**src/rtl/apb4_ahb3lite_bridge.sv**
```systemverilog
// APB4 slave to AHB3-lite master bridge: each APB access becomes one AHB SINGLE NONSEQ transfer.
// Byte strobes select HSIZE and HADDR[1:0]; illegal strobe patterns are rejected without touching AHB.
module apb4_ahb3lite_bridge #(
  parameter int          PADDR_SIZE  = 32,
  parameter logic [31:0] HADDR_BASE  = 32'h0000_0000,
  parameter logic [1:0]  HPROT_CACHE = 2'b00
) (
  input  logic                  CLK,
  input  logic                  RESET,
  input  logic                  PSEL,
  input  logic                  PENABLE,
  input  logic                  PWRITE,
  input  logic [2:0]            PPROT,
  input  logic [3:0]            PSTRB,
  input  logic [PADDR_SIZE-1:0] PADDR,
  input  logic [31:0]           PWDATA,
  output logic [31:0]           PRDATA,
  output logic                  PREADY,
  output logic                  PSLVERR,
  output logic                  HSEL,
  output logic [31:0]           HADDR,
  output logic [31:0]           HWDATA,
  output logic [1:0]            HTRANS,
  output logic [2:0]            HSIZE,
  output logic [2:0]            HBURST,
  output logic [3:0]            HPROT,
  output logic                  HWRITE,
  output logic                  HMASTLOCK,
  input  logic [31:0]           HRDATA,
  input  logic                  HRESP,
  input  logic                  HREADY
);

  typedef enum logic [1:0] {
    ST_IDLE = 2'b00,
    ST_ADDR = 2'b01,
    ST_DATA = 2'b10,
    ST_RESP = 2'b11
  } state_t;

  localparam logic [1:0]  HTRANS_IDLE   = 2'b00;
  localparam logic [1:0]  HTRANS_NONSEQ = 2'b10;
  localparam logic [2:0]  HSIZE_WORD    = 3'b010;
  localparam logic [63:0] ADDR_MASK64   = (64'd1 << PADDR_SIZE) - 64'd1;
  localparam logic [31:0] ADDR_MASK     = ADDR_MASK64[31:0];

  // Returns {legal, hsize[2:0], haddr[1:0]} for a write strobe pattern.
  function automatic logic [5:0] decode_strobe(input logic [3:0] strb);
    logic [5:0] res;
    case (strb)
      4'b1111: res = {1'b1, 3'b010, 2'b00};
      4'b0011: res = {1'b1, 3'b001, 2'b00};
      4'b1100: res = {1'b1, 3'b001, 2'b10};
      4'b0001: res = {1'b1, 3'b000, 2'b00};
      4'b0010: res = {1'b1, 3'b000, 2'b01};
      4'b0100: res = {1'b1, 3'b000, 2'b10};
      4'b1000: res = {1'b1, 3'b000, 2'b11};
      default: res = {1'b0, 3'b010, 2'b00};
    endcase
    return res;
  endfunction

  state_t      state_r, state_s;
  logic [1:0]  htrans_r, htrans_s;
  logic [31:0] haddr_r, haddr_s;
  logic [31:0] hwdata_r, hwdata_s;
  logic [31:0] pwdata_r, pwdata_s;
  logic        hwrite_r, hwrite_s;
  logic [2:0]  hsize_r, hsize_s;
  logic [3:0]  hprot_r, hprot_s;
  logic [31:0] prdata_r, prdata_s;
  logic        pready_r, pready_s;
  logic        pslverr_r, pslverr_s;
  logic [31:0] paddr_ext_s;
  logic [31:0] haddr_word_s;
  logic [5:0]  dec_s;
  logic        unused_ok_s;

  assign unused_ok_s = ^{PPROT[1], haddr_word_s[1:0]};

  // Next-state and next-output logic for the transfer sequencer.
  always_comb begin
    state_s      = state_r;
    htrans_s     = HTRANS_IDLE;
    haddr_s      = haddr_r;
    hwdata_s     = hwdata_r;
    pwdata_s     = pwdata_r;
    hwrite_s     = hwrite_r;
    hsize_s      = hsize_r;
    hprot_s      = hprot_r;
    prdata_s     = prdata_r;
    pready_s     = 1'b0;
    pslverr_s    = 1'b0;
    paddr_ext_s  = 32'(PADDR);
    haddr_word_s = (HADDR_BASE & ~ADDR_MASK) | (paddr_ext_s & ADDR_MASK);
    if (PWRITE) begin
      dec_s = decode_strobe(PSTRB);
    end else begin
      dec_s = {1'b1, HSIZE_WORD, 2'b00};
    end

    case (state_r)
      ST_IDLE: begin
        if (PSEL && !PENABLE) begin
          if (dec_s[5]) begin
            state_s  = ST_ADDR;
            htrans_s = HTRANS_NONSEQ;
            haddr_s  = {haddr_word_s[31:2], dec_s[1:0]};
            hsize_s  = dec_s[4:2];
            hwrite_s = PWRITE;
            pwdata_s = PWDATA;
            hprot_s  = {HPROT_CACHE, PPROT[0], ~PPROT[2]};
          end else begin
            // Illegal strobe: answer with an error straight away, AHB stays idle.
            state_s   = ST_RESP;
            pready_s  = 1'b1;
            pslverr_s = 1'b1;
          end
        end else begin
          state_s = ST_IDLE;
        end
      end
      ST_ADDR: begin
        if (HREADY) begin
          state_s  = ST_DATA;
          hwdata_s = pwdata_r;
        end else begin
          htrans_s = HTRANS_NONSEQ;
        end
      end
      ST_DATA: begin
        if (HREADY) begin
          state_s   = ST_RESP;
          prdata_s  = hwrite_r ? 32'h0000_0000 : HRDATA;
          pready_s  = 1'b1;
          pslverr_s = HRESP;
        end else begin
          state_s = ST_DATA;
        end
      end
      ST_RESP: begin
        state_s = ST_IDLE;
      end
      default: begin
        state_s = ST_IDLE;
      end
    endcase
  end

  // State and output registers with synchronous reset.
  always_ff @(posedge CLK) begin
    if (RESET) begin
      state_r   <= ST_IDLE;
      htrans_r  <= HTRANS_IDLE;
      haddr_r   <= 32'h0000_0000;
      hwdata_r  <= 32'h0000_0000;
      pwdata_r  <= 32'h0000_0000;
      hwrite_r  <= 1'b0;
      hsize_r   <= HSIZE_WORD;
      hprot_r   <= 4'b0011;
      prdata_r  <= 32'h0000_0000;
      pready_r  <= 1'b0;
      pslverr_r <= 1'b0;
    end else begin
      state_r   <= state_s;
      htrans_r  <= htrans_s;
      haddr_r   <= haddr_s;
      hwdata_r  <= hwdata_s;
      pwdata_r  <= pwdata_s;
      hwrite_r  <= hwrite_s;
      hsize_r   <= hsize_s;
      hprot_r   <= hprot_s;
      prdata_r  <= prdata_s;
      pready_r  <= pready_s;
      pslverr_r <= pslverr_s;
    end
  end

  assign HTRANS    = htrans_r;
  assign HADDR     = haddr_r;
  assign HWDATA    = hwdata_r;
  assign HWRITE    = hwrite_r;
  assign HSIZE     = hsize_r;
  assign HPROT     = hprot_r;
  assign PRDATA    = prdata_r;
  assign PREADY    = pready_r;
  assign PSLVERR   = pslverr_r;
  assign HSEL      = 1'b1;
  assign HBURST    = 3'b000;
  assign HMASTLOCK = 1'b0;

endmodule

```
**config.mk**
```make
export PLATFORM = sky130hd
export DESIGN_NAME = apb4_ahb3lite_bridge
export DESIGN_NICKNAME = d
export VERILOG_FILES = /design/src/rtl/apb4_ahb3lite_bridge.sv
export SDC_FILE = /design/constraint.sdc
export NUM_CORES = 1
export LEC_CHECK = 0
export ABC_AREA = 1
export BUFFER_PORTS_ARGS = -buffer_cell sky130_fd_sc_hd__clkbuf_2
export CAP_MARGIN = 20
export CELL_PAD_IN_SITES_DETAIL_PLACEMENT = 1
export CELL_PAD_IN_SITES_GLOBAL_PLACEMENT = 2
export CORE_ASPECT_RATIO = 1.25
export CORE_MARGIN = 10
export CORE_UTILIZATION = 25
export DETAILED_ROUTE_END_ITERATION = 8
export PLACE_DENSITY_LB_ADDON = 0.1
export SLEW_MARGIN = 0
export SYNTH_ARGS = -nofsm -noshare
export SYNTH_HDL_FRONTEND = slang
export SYNTH_SLANG_ARGS = --single-unit
```
**constraint.sdc**
```tcl
create_clock -name CLK -period 1.89 [get_ports CLK]
set_clock_uncertainty 0.2 [all_clocks]
set_input_delay 0.189 -clock CLK [delete_from_list [all_inputs] [get_ports CLK]]
set_output_delay 0.189 -clock CLK [all_outputs]
set_load 0.05 [all_outputs]
```
==> out/summary.txt <==
Status - complete, no violations
Yosys warns - 0
Die Wd - 152 µm
Area of the die - 28000 µm²
Rows - 60
Total number of vias - 5701
Required @ worst endpoint - 2.00 ns
Library cells used by synthesis - 19
Peak VDD IR - 629 µV
Leakage - 4.15 nW
First-pass GRT wire length - 30200 µm
Flop pwr share - 41.0%
Vias/cell - 4.13
Cell area after placement - 6790 µm²
Clock power share - 40.4%
Mapped Cells - 776
CTS Buffer Depth - 2
Vias in the first global route - 5825
ANT nets after route - 0
GPL Wtd Cong - 0.729
Logic gate share of total power - 18.6%
Minimum clock period - 1.79 ns
CP peak stage delay - 0.33 ns
Largest family of logic cells by synthesized area - simple AND/OR/NAND/NOR gates
Clock root buffer master - clkbuf_16
Pin count of the biggest net entering global routing - 45
Worst-path clk slew - 0.06 ns
ANT cells - 0
Kind of critical path - flip-flop to flip-flop
Multiplexer share of the synthesized area - 0%
Clock sinks - 138
End of the worst register-to-register path - pwdata_r[18]$_SDFFE_PP0P_
Initial antenna violation count - 0
I/O Buffers - 210
Filler instances - 2680
Sequential-to-total area share from yosys stat - 50.9%
Layout cells sized above 1 - 25.2%
Compound-gate portion of the synthesized area - 7.20%
Hold Path Origin - PSTRB[2]
Synthesized area per cell - 6.99 µm²
H-tree Lvls - 4
Depth of the worst hold-timing path - 5
Gr ovfl total - 0
Crit share post-route - 94.6%
Num ports - 223
DRT iter0 DRCs - 150
Worst path arrival time - 1.90 ns
Initial core utilization - 25.3%
XOR/XNOR share of the synthesized area - 0%
Max_cap viols - 0
Sw Share - 31.0%
Fin nets - 1201
Critical Path End Type - flip-flop
TritonRoute pass-1 iters - 4
RSZ-0062 raised after global routing - yes
Design area - 8590 µm²
Synthesized area - 5430 µm²
Critical-path cell list - inv_2 -> ha_4 -> inv_2 -> nor3_4 -> inv_2 -> nor2_4 -> clkbuf_16 -> clkbuf_16 -> nand2_1 -> nand2_1 -> nor2_1
Area Growth Syn to Fin - 58.4%
Skew-Pair Late Insertion Delay - 0.42 ns
Critical Path Slowest Stage Cell - dfxtp_2
Register bit total from synthesis - 138
Post-Route WL - 20000 µm
DRC - 0
Drt wl/cell - 14.5 µm
Total GRT Usage - 13.5%
Reg2Reg Setup Slack - 0.10 ns
Sw Pwr - 2.37 mW
Max Clk Rate - 559 MHz
CTS tree - built
FF-to-FF path depth - 11
Worst Hold End - HADDR[1]$_SDFFE_PP0P_
Setup violators final - 0
Most common cell after layout, fill and taps aside - clkbuf_2
HPWL Detailed - 13400 µm
Setup TNS - 0 ns
Chip height - 185 µm
Final hold viol count - 0
Slew Viols, Final - 0
Synth Area in Simple Gates - 30.7%
R2r startpoint - state_r[0]$_SDFFE_PP0N_
Worst min path class - input pin to flip-flop
Adder-Cell Fraction of Synth Area - 0.692%
Most frequent cells in the layout - 209 x clkbuf_2, 194 x nor2_1, 185 x nand2_1
Core Footprint - 21500 µm²
Startpoint types - flip-flop
Critical Path Most Common Cell - inv_2
Total CTS buffers - 17
Worst Path Max Fanout - 11
PwrDens - 893 nW/µm²
P_int - 5.30 mW
flip-flops by register name, summed over array words and instances (netlist names):
register  cells
pwdata_r     32
HSIZE         2
PSLVERR       1
HTRANS        1
state_r       2
HWRITE        1
PRDATA       32
PREADY        1
HADDR        32
HWDATA       32
HPROT         2
repair_timing:
action | CTS | global route
setup buffers | 0 | 1
resized for setup | 0 | 16
endpoints found under the setup margin | 0 | 68
hold buffers | 103 | 0
hold endpoints to repair | 102 | 0
Yosys cell counts (all sizes together):
library cell  instances  area share [%]
nand3                40             3.7
dfxtp               138              51
ha                    3            0.69
a21oi                42             3.9
nand2               185              13
nor3                  1            0.30
conb                  2            0.14
nor2                197              14
buf                  30             3.4
inv                  80             5.5
clkbuf               21             1.5
o21ai                36             3.3
nand4                 1            0.12
metal layers:
metal	vias up	routed length (µm)	track usage [%]
met1	2553	8470	15.8
met3	20	1640	4.61
met4	0	301	4.93
met5	-	0	0
li1	2968	-	-
met2	160	9590	22.2
worst max-delay path, delay by kind of cell (launching register included):
kind	cells	cell delay (ns)
adders and majority gates	1	0.13
buffers and inverters	5	0.57
and+or+nand+nor	5	0.45
DFF	1	0.33
how the worst max path moves through the flow:
stage                             from                   endpoint  slack (ns)  cells after the start
2_1_floorplan  state_r[0]$_SDFFE_PP0N_   pwdata_r[3]$_SDFFE_PP0P_        0.17                     10
3_3_place_gp   state_r[0]$_SDFFE_PP0N_  pwdata_r[20]$_SDFFE_PP0P_        0.05                     10
3_5_place_dp   state_r[0]$_SDFFE_PP0N_     HADDR[28]$_SDFFE_PP0P_        0.04                     10
4_1_cts        state_r[0]$_SDFFE_PP0N_  pwdata_r[20]$_SDFFE_PP0P_        0.02                     10
5_1_grt        state_r[0]$_SDFFE_PP0N_  pwdata_r[16]$_SDFFE_PP0P_      -0.009                     11
6_report       state_r[0]$_SDFFE_PP0N_  pwdata_r[18]$_SDFFE_PP0P_        0.10                     11
power by group through the flow:
stage | sequential, mW | combinational (mW) | clock [mW]
CTS | 3.15 | 1.37 | 3.23
global placement | 3.20 | 1.19 | 0
finish | 3.14 | 1.43 | 3.10
global route | 3.17 | 1.57 | 3.34
detailed placement | 3.21 | 1.19 | 0
floorplan | 3.56 | 0.477 | 0
layout make-up:
class	count	area, µm²	area share [%]
clock buffers	17	425	4.95
clock inverters	15	118	1.37
inverters	80	300	3.49
multi-input cells	514	2140	24.9
flip-flops and latches	138	2770	32.2
well taps	279	349	4.06
repair buffers	337	2490	29.0
kinds of logic (layout without fill, tap and decap cells):
logic type      count (synthesis)  count (layout)
simple gates                  424             424
flops                         138             138
buf+inv                       131             449
compound gates                 78              78
fa+ha+maj                       3               3
other cells                     2               9
per-stage QoR:
stage / power [mW] / setup WS, ns / cells / hold slack (ns) / util [%]
6_report: 7.67 / 0.102 / 1380 / 0.0457 / 40.0
5_1_grt: 8.07 / -0.00898 / 1380 / 0.0628 / 40.0
4_1_cts: 7.74 / 0.0196 / 1373 / 0.00756 / 39.0
3_5_place_dp: 4.40 / 0.0370 / 1238 / 0.193 / 31.6
3_3_place_gp: 4.39 / 0.0483 / 1238 / 0.194 / 31.6
2_1_floorplan: 4.03 / 0.169 / 783 / 0.102 / -
No activity file was read; power rests on OpenSTA's default activity.
